$ cat config.mk
export PLATFORM = sky130hd
export DESIGN_NAME = instruction_decode
export DESIGN_NICKNAME = d
export VERILOG_FILES = /design/src/rtl/instruction_decode.sv
export SDC_FILE = /design/constraint.sdc
export NUM_CORES = 2
export LEC_CHECK = 0
export CAP_MARGIN = 20
export CELL_PAD_IN_SITES_DETAIL_PLACEMENT = 0
export CELL_PAD_IN_SITES_GLOBAL_PLACEMENT = 1
export CORE_MARGIN = 5
export CORE_UTILIZATION = 50
export DETAILED_ROUTE_END_ITERATION = 6
export PLACE_DENSITY = 0.84
export SLEW_MARGIN = 10
export SYNTH_ARGS = -nofsm -noshare
export SYNTH_HDL_FRONTEND = slang
export SYNTH_SLANG_ARGS = --single-unit
$ cat constraint.sdc
create_clock -name clk -period 102.8 [get_ports clk]
set_input_delay 30.84 -clock clk [delete_from_list [all_inputs] [get_ports clk]]
set_output_delay 30.84 -clock clk [all_outputs]
set_load 0.03 [all_outputs]
$ cat src/rtl/instruction_decode.sv
// rtl/instruction_decode.sv - MIPS ID stage: register file, control decode, branch resolve, ID/EX register
module instruction_decode #(
    parameter int B = 32
) (
    input  logic         clk,
    input  logic         reset,
    input  logic [31:0]  instruction,
    input  logic [B-1:0] pc_incrementado,
    input  logic         stall,
    input  logic         flush,
    input  logic         wb_reg_write,
    input  logic [4:0]   wb_write_reg,
    input  logic [31:0]  wb_write_data,
    output logic [B-1:0] pc_branch,
    output logic         PCSrc,
    output logic [B-1:0] ex_pc_incrementado,
    output logic [31:0]  ex_read_data1,
    output logic [31:0]  ex_read_data2,
    output logic [31:0]  ex_sign_ext,
    output logic [4:0]   ex_rs,
    output logic [4:0]   ex_rt,
    output logic [4:0]   ex_rd,
    output logic         ex_reg_dst,
    output logic         ex_alu_src,
    output logic         ex_mem_read,
    output logic         ex_mem_write,
    output logic         ex_mem_to_reg,
    output logic         ex_reg_write,
    output logic [1:0]   ex_alu_op
);

    localparam logic [5:0] OP_RTYPE = 6'b000000;
    localparam logic [5:0] OP_LW    = 6'b100011;
    localparam logic [5:0] OP_SW    = 6'b101011;
    localparam logic [5:0] OP_ADDI  = 6'b001000;
    localparam logic [5:0] OP_BEQ   = 6'b000100;
    localparam logic [5:0] OP_BNE   = 6'b000101;
    localparam logic [5:0] OP_J     = 6'b000010;

    logic [5:0]  w_opcode;
    logic [4:0]  w_rs, w_rt, w_rd;
    logic [25:0] w_target;
    logic [31:0] w_sign_ext;
    logic [31:0] w_rd1, w_rd2;
    logic        w_taken;
    logic signed [33:0] w_off;

    logic w_reg_dst, w_alu_src, w_mem_read, w_mem_write, w_mem_to_reg, w_reg_write;
    logic [1:0] w_alu_op;

    logic [31:0] r_regs [0:31];

    assign w_opcode   = instruction[31:26];
    assign w_rs       = instruction[25:21];
    assign w_rt       = instruction[20:16];
    assign w_rd       = instruction[15:11];
    assign w_target   = instruction[25:0];
    assign w_sign_ext = {{16{instruction[15]}}, instruction[15:0]};

    always_ff @(posedge clk or posedge reset) begin
        if (reset) begin
            for (int i = 0; i < 32; i++) begin
                r_regs[i] <= 32'd0;
            end
        end else if (wb_reg_write && wb_write_reg != 5'd0) begin
            r_regs[wb_write_reg] <= wb_write_data;
        end
    end

    // Same-cycle writeback is forwarded so the branch compare and ID/EX see fresh data
    always_comb begin
        w_rd1 = r_regs[w_rs];
        w_rd2 = r_regs[w_rt];
        if (wb_reg_write && wb_write_reg == w_rs) w_rd1 = wb_write_data;
        if (wb_reg_write && wb_write_reg == w_rt) w_rd2 = wb_write_data;
        if (w_rs == 5'd0) w_rd1 = 32'd0;
        if (w_rt == 5'd0) w_rd2 = 32'd0;
    end

    always_comb begin
        w_reg_dst    = 1'b0;
        w_alu_src    = 1'b0;
        w_mem_read   = 1'b0;
        w_mem_write  = 1'b0;
        w_mem_to_reg = 1'b0;
        w_reg_write  = 1'b0;
        w_alu_op     = 2'b00;
        case (w_opcode)
            OP_RTYPE: begin
                w_reg_dst   = 1'b1;
                w_reg_write = 1'b1;
                w_alu_op    = 2'b10;
            end
            OP_LW: begin
                w_alu_src    = 1'b1;
                w_mem_read   = 1'b1;
                w_mem_to_reg = 1'b1;
                w_reg_write  = 1'b1;
            end
            OP_SW: begin
                w_alu_src   = 1'b1;
                w_mem_write = 1'b1;
            end
            OP_ADDI: begin
                w_alu_src   = 1'b1;
                w_reg_write = 1'b1;
            end
            OP_BEQ, OP_BNE: w_alu_op = 2'b01;
            default: ;
        endcase
    end

    assign w_taken = ((w_opcode == OP_BEQ) && (w_rd1 == w_rd2)) ||
                     ((w_opcode == OP_BNE) && (w_rd1 != w_rd2)) ||
                     (w_opcode == OP_J);
    assign PCSrc   = w_taken & ~stall & ~flush & ~reset;

    // Signed sizing cast sign-extends the word offset to the PC width
    assign w_off     = {w_sign_ext, 2'b00};
    assign pc_branch = (w_opcode == OP_J) ? {pc_incrementado[B-1:28], w_target, 2'b00}
                                          : pc_incrementado + B'(w_off);

    always_ff @(posedge clk or posedge reset) begin
        if (reset) begin
            ex_pc_incrementado <= '0;
            ex_read_data1      <= 32'd0;
            ex_read_data2      <= 32'd0;
            ex_sign_ext        <= 32'd0;
            ex_rs              <= 5'd0;
            ex_rt              <= 5'd0;
            ex_rd              <= 5'd0;
            ex_reg_dst         <= 1'b0;
            ex_alu_src         <= 1'b0;
            ex_mem_read        <= 1'b0;
            ex_mem_write       <= 1'b0;
            ex_mem_to_reg      <= 1'b0;
            ex_reg_write       <= 1'b0;
            ex_alu_op          <= 2'b00;
        end else begin
            ex_pc_incrementado <= pc_incrementado;
            ex_read_data1      <= w_rd1;
            ex_read_data2      <= w_rd2;
            ex_sign_ext        <= w_sign_ext;
            ex_rs              <= w_rs;
            ex_rt              <= w_rt;
            ex_rd              <= w_rd;
            if (stall || flush) begin
                ex_reg_dst    <= 1'b0;
                ex_alu_src    <= 1'b0;
                ex_mem_read   <= 1'b0;
                ex_mem_write  <= 1'b0;
                ex_mem_to_reg <= 1'b0;
                ex_reg_write  <= 1'b0;
                ex_alu_op     <= 2'b00;
            end else begin
                ex_reg_dst    <= w_reg_dst;
                ex_alu_src    <= w_alu_src;
                ex_mem_read   <= w_mem_read;
                ex_mem_write  <= w_mem_write;
                ex_mem_to_reg <= w_mem_to_reg;
                ex_reg_write  <= w_reg_write;
                ex_alu_op     <= w_alu_op;
            end
        end
    end

endmodule

==> metrics.md <==
| Metric | Value |
|---|---|
| CP cell instances | buf_8, buf_4, buf_4, mux4_2, mux4_2, a22oi_1, o21ai_1, or2_1, a2111oi_1, nor4b_2, mux2i_1, o211ai_1, clkdlybuf4s50_1 |
| Total number of vias | 40,400 |
| Core Region | about 0.12 sq mm |
| P per Cell Area | between 15 and 20 mW/mm^2 |
| Pre-CTS WS | 34,430 ps |
| Maximum VDD drop | ~16 uV |
| LEAKAGE | ~30 nW |
| Req. time, crit path | ~72,000 ps |
| Top cell type's share of synthesized area | between 40 and 50% |
| Gate Count Post-Synth | between 4,000 and 5,000 |
| Htree depth | 3 |
| # IOs | a little under 300 |
| Hold_buf cts | 0 |
| Largest net degree at the start of global routing | approximately 180 |
| Post-CTS sizing | 0 |
| Syn_area_per_cell | roughly 15 sq um |
| Root buffer cell | clkbuf_16 |
| Setup TNS | 0 ps |
| Storage cell area | between 0.02 and 0.03 sq mm |
| Fill count | about 9,400 |
| CP bufs+invs | 4 |
| Area leader, netlist | dfrtp_1 |
| Crit-path max FO | 64 |
| Status | finished, final reports clean |
| Max-slew violation count | 0 |
| Clk pwr share | roughly 34% |
| # setup viols final | 0 |
| Die height | roughly 360 um |
| Fin crit share | between 60% and 70% |
| Worst-Margin Slew | 1190 ps |
| Ys async rst share | between 90% and 100% |
| Synth area leaders | dfrtp_1 48%, mux4_2 19%, mux2_2 19% |
| DIE WIDTH | ~360 um |
| Worst path top cell family by delay | buffers and inverters |
| IO buf count | 289 |
| RePlAce Congestion | approximately 0.87 |
| Die area | ~0.13 sq mm |
| Clk sinks | 1,153 |
| Minimum clock period | 68,220 ps |
| Combinational power share | between 20% and 30% |
| Site Rows | between 100 and 150 |
| 1st-iter DRT viols | between 4,000 and 5,000 |
| Synth Flop Type | dfrtp_1 |
| # nets final | roughly 4,400 |
| Post-synth EDFFs | 0 |
| Antenna viol nets, final | 0 |
| Normalized max-slew margin | about a fifth |
| CTS tree | done |
| Worst-path clk slew | about 60 ps |
| Clock Skews | about 46 ps |
| Wire per inst | 32.3 um |
| Share of cells above drive strength 1 | between 40% and 50% |
| Starting Density | 50.5% |
| Total setup buffers inserted after CTS | 0 |
| Fin. Hold Viols | 0 |
| Vias in the first global route | just over 40,000 |
| Top reg by flops | r_regs |
| Setup crit start kind | input pin |
| DR DRC count | 0 |
| Num CTS Buffers | between 100 and 150 |
| Worst Path Class, Setup | input pin to primary output |
| Area of the multi-input gates | slightly below 0.03 sq mm |
| Max reg flops | slightly above 1,000 |
| Fmax | approximately 15 MHz |
| Mapped cell area | between 0.06 and 0.07 sq mm |
| Hold WC Path Type | register to register |
| Max_cap viols | 0 |
| Register share of total power | 43.8% |
| Seq/Total Area, Yosys | between 40% and 50% |
| Largest stage delay, worst path | around 900 ps |
| Slowest cell on crit path | a2111oi_1 |
| Critical path endpoint category | primary output |
| Total track usage | approximately 30% |
| Total gr overflow | 0 |
| First-pass GRT wire length | about 290,000 um |
| Total Wirelength | roughly 190,000 um |
| Seq cells post-synth | 1,153 |
| CTS Buffer Depth | 3 |
| Arr. time, crit path | around 37,000 ps |
| Yosys warns | 0 |
| Area growth syn-to-layout | 13.7% |
| RSZ-0062 raised after global routing | false |
| Via-to-Cell Ratio | just under 7 |
| Initial antenna violation count | 7 |
| TritonRoute pass-1 iters | 5 |
| NetSw | 0.392 mW |
| Final HPWL DP | approximately 120,000 um |
| Skew-Pair Late Insertion Delay | approximately 750 ps |
| Synthesized net count | about 4,300 |
| Distinct cells, synth | 73 |
| Sw Ratio | between 20% and 30% |
| Internal power | slightly below 1 mW |
| Final WS setup | 34,580 ps |
-- Yosys cell counts, drive strengths merged (6+ instances only) --
cell / number
a211o: 6
a211oi: 25
a21o: 15
a21oi: 83
a221o: 16
a221oi: 25
a22oi: 63
a31oi: 7
a32oi: 14
and2: 12
and3: 21
buf: 203
clkbuf: 238
dfrtp: 1153
ha: 29
inv: 32
mux2: 998
mux2i: 122
mux4: 504
nand2: 161
nand2b: 15
nand3: 46
nand4: 8
nor2: 91
nor2b: 18
nor3: 22
o211ai: 9
o21ai: 62
o22ai: 20
o2bb2ai: 6
or2: 7
or3: 6
xnor2: 41
xor2: 22
-- final cells by class --
class                           count  area share [%]
Timing Repair Buffer              414            5.70
Clock inverter                     60            1.23
Multi-Input combinational cell   2546            43.1
Antenna cell                        7          0.0254
Clock buffer                      163            4.98
Tap cell                         1612            2.92
Inverter                           33           0.194
Sequential cell                  1153            41.8
-- final timing paths --
| kind | end | cells past startpoint | slack, ps | startpoint |
|---|---|---|---|---|
| min in group asynchronous | ex_alu_op[0]$_DFF_PP0_ | 2 | 30740 | reset |
| worst max register to register | ex_read_data2[29]$_DFF_PP0_ | 5 | 100450 | r_regs[253]$_DFFE_PP0P_ |
| worst min-delay path | r_regs[994]$_DFFE_PP0P_ | 0 | 400 | r_regs[994]$_DFFE_PP0P_ |
| worst max-delay path | PCSrc | 13 | 34580 | instruction[21] |
| max in group asynchronous | r_regs[476]$_DFFE_PP0P_ | 7 | 68410 | reset |
| worst min register to register | r_regs[994]$_DFFE_PP0P_ | 0 | 400 | r_regs[994]$_DFFE_PP0P_ |
-- per-stage QoR --
stage	util (%)	std cells	instance area (sq um)	hold slack (ps)	power, mW
after floorplan	-	4173	60700	441	0.810
after global placement	53.7	5754	64600	377	0.893
after detailed placement	53.7	5755	64600	382	0.905
after CTS	57.3	5978	68900	397	1.37
after global routing	57.4	5984	69000	411	1.42
final	57.4	5988	69000	397	1.37
-- cells by family after synthesis --
kind of cell | after synthesis | share of synthesized area [%]
XOR/XNOR | 63 | 0.909
flip-flops | 1153 | 47.5
buffers and inverters | 474 | 3.79
AND/OR/NAND/NOR | 427 | 3.35
adder cells (fa/ha/maj) | 30 | 0.630
AO/OA/AOI/OAI | 402 | 4.61
multiplexers | 1624 | 39.2
-- layer usage --
layer  part of all wire (%)  GRT usage [%]
met5                 0.0057              0
met4                    6.1           15.7
met3                    8.2           4.99
met2                     48           48.3
met1                     38           39.9
-- layout by cell type, fill, tap and decap left out, types with 58 or more instances in the layout --
cell and n:
clkdlybuf4s50_1 280, mux4_2 504, o21ai_0 58, clkbuf_16 120
dfrtp_1 1153, a21oi_1 83, nor2_1 69, mux2i_1 122
mux2_2 998, a22oi_1 63, nand2_1 146, buf_4 122
-- power by group through the flow --
| stage | sequential (mW) | combinational, mW | clock, mW |
|---|---|---|---|
| 6_report | 0.600 | 0.302 | 0.468 |
| 5_1_grt | 0.608 | 0.321 | 0.492 |
| 4_1_cts | 0.597 | 0.302 | 0.474 |
| 3_5_place_dp | 0.604 | 0.300 | 0 |
| 3_3_place_gp | 0.598 | 0.294 | 0 |
| 2_1_floorplan | 0.596 | 0.214 | 0 |
-- worst register-to-register path, stage by stage, from the launching register on --
cell	delay (ps)
dfrtp_1	400
mux4_2	480
mux4_2	510
nor2b_1	170
a311oi_2	480
inv_1	170
Note: power is estimated with default switching activity, not from simulation.
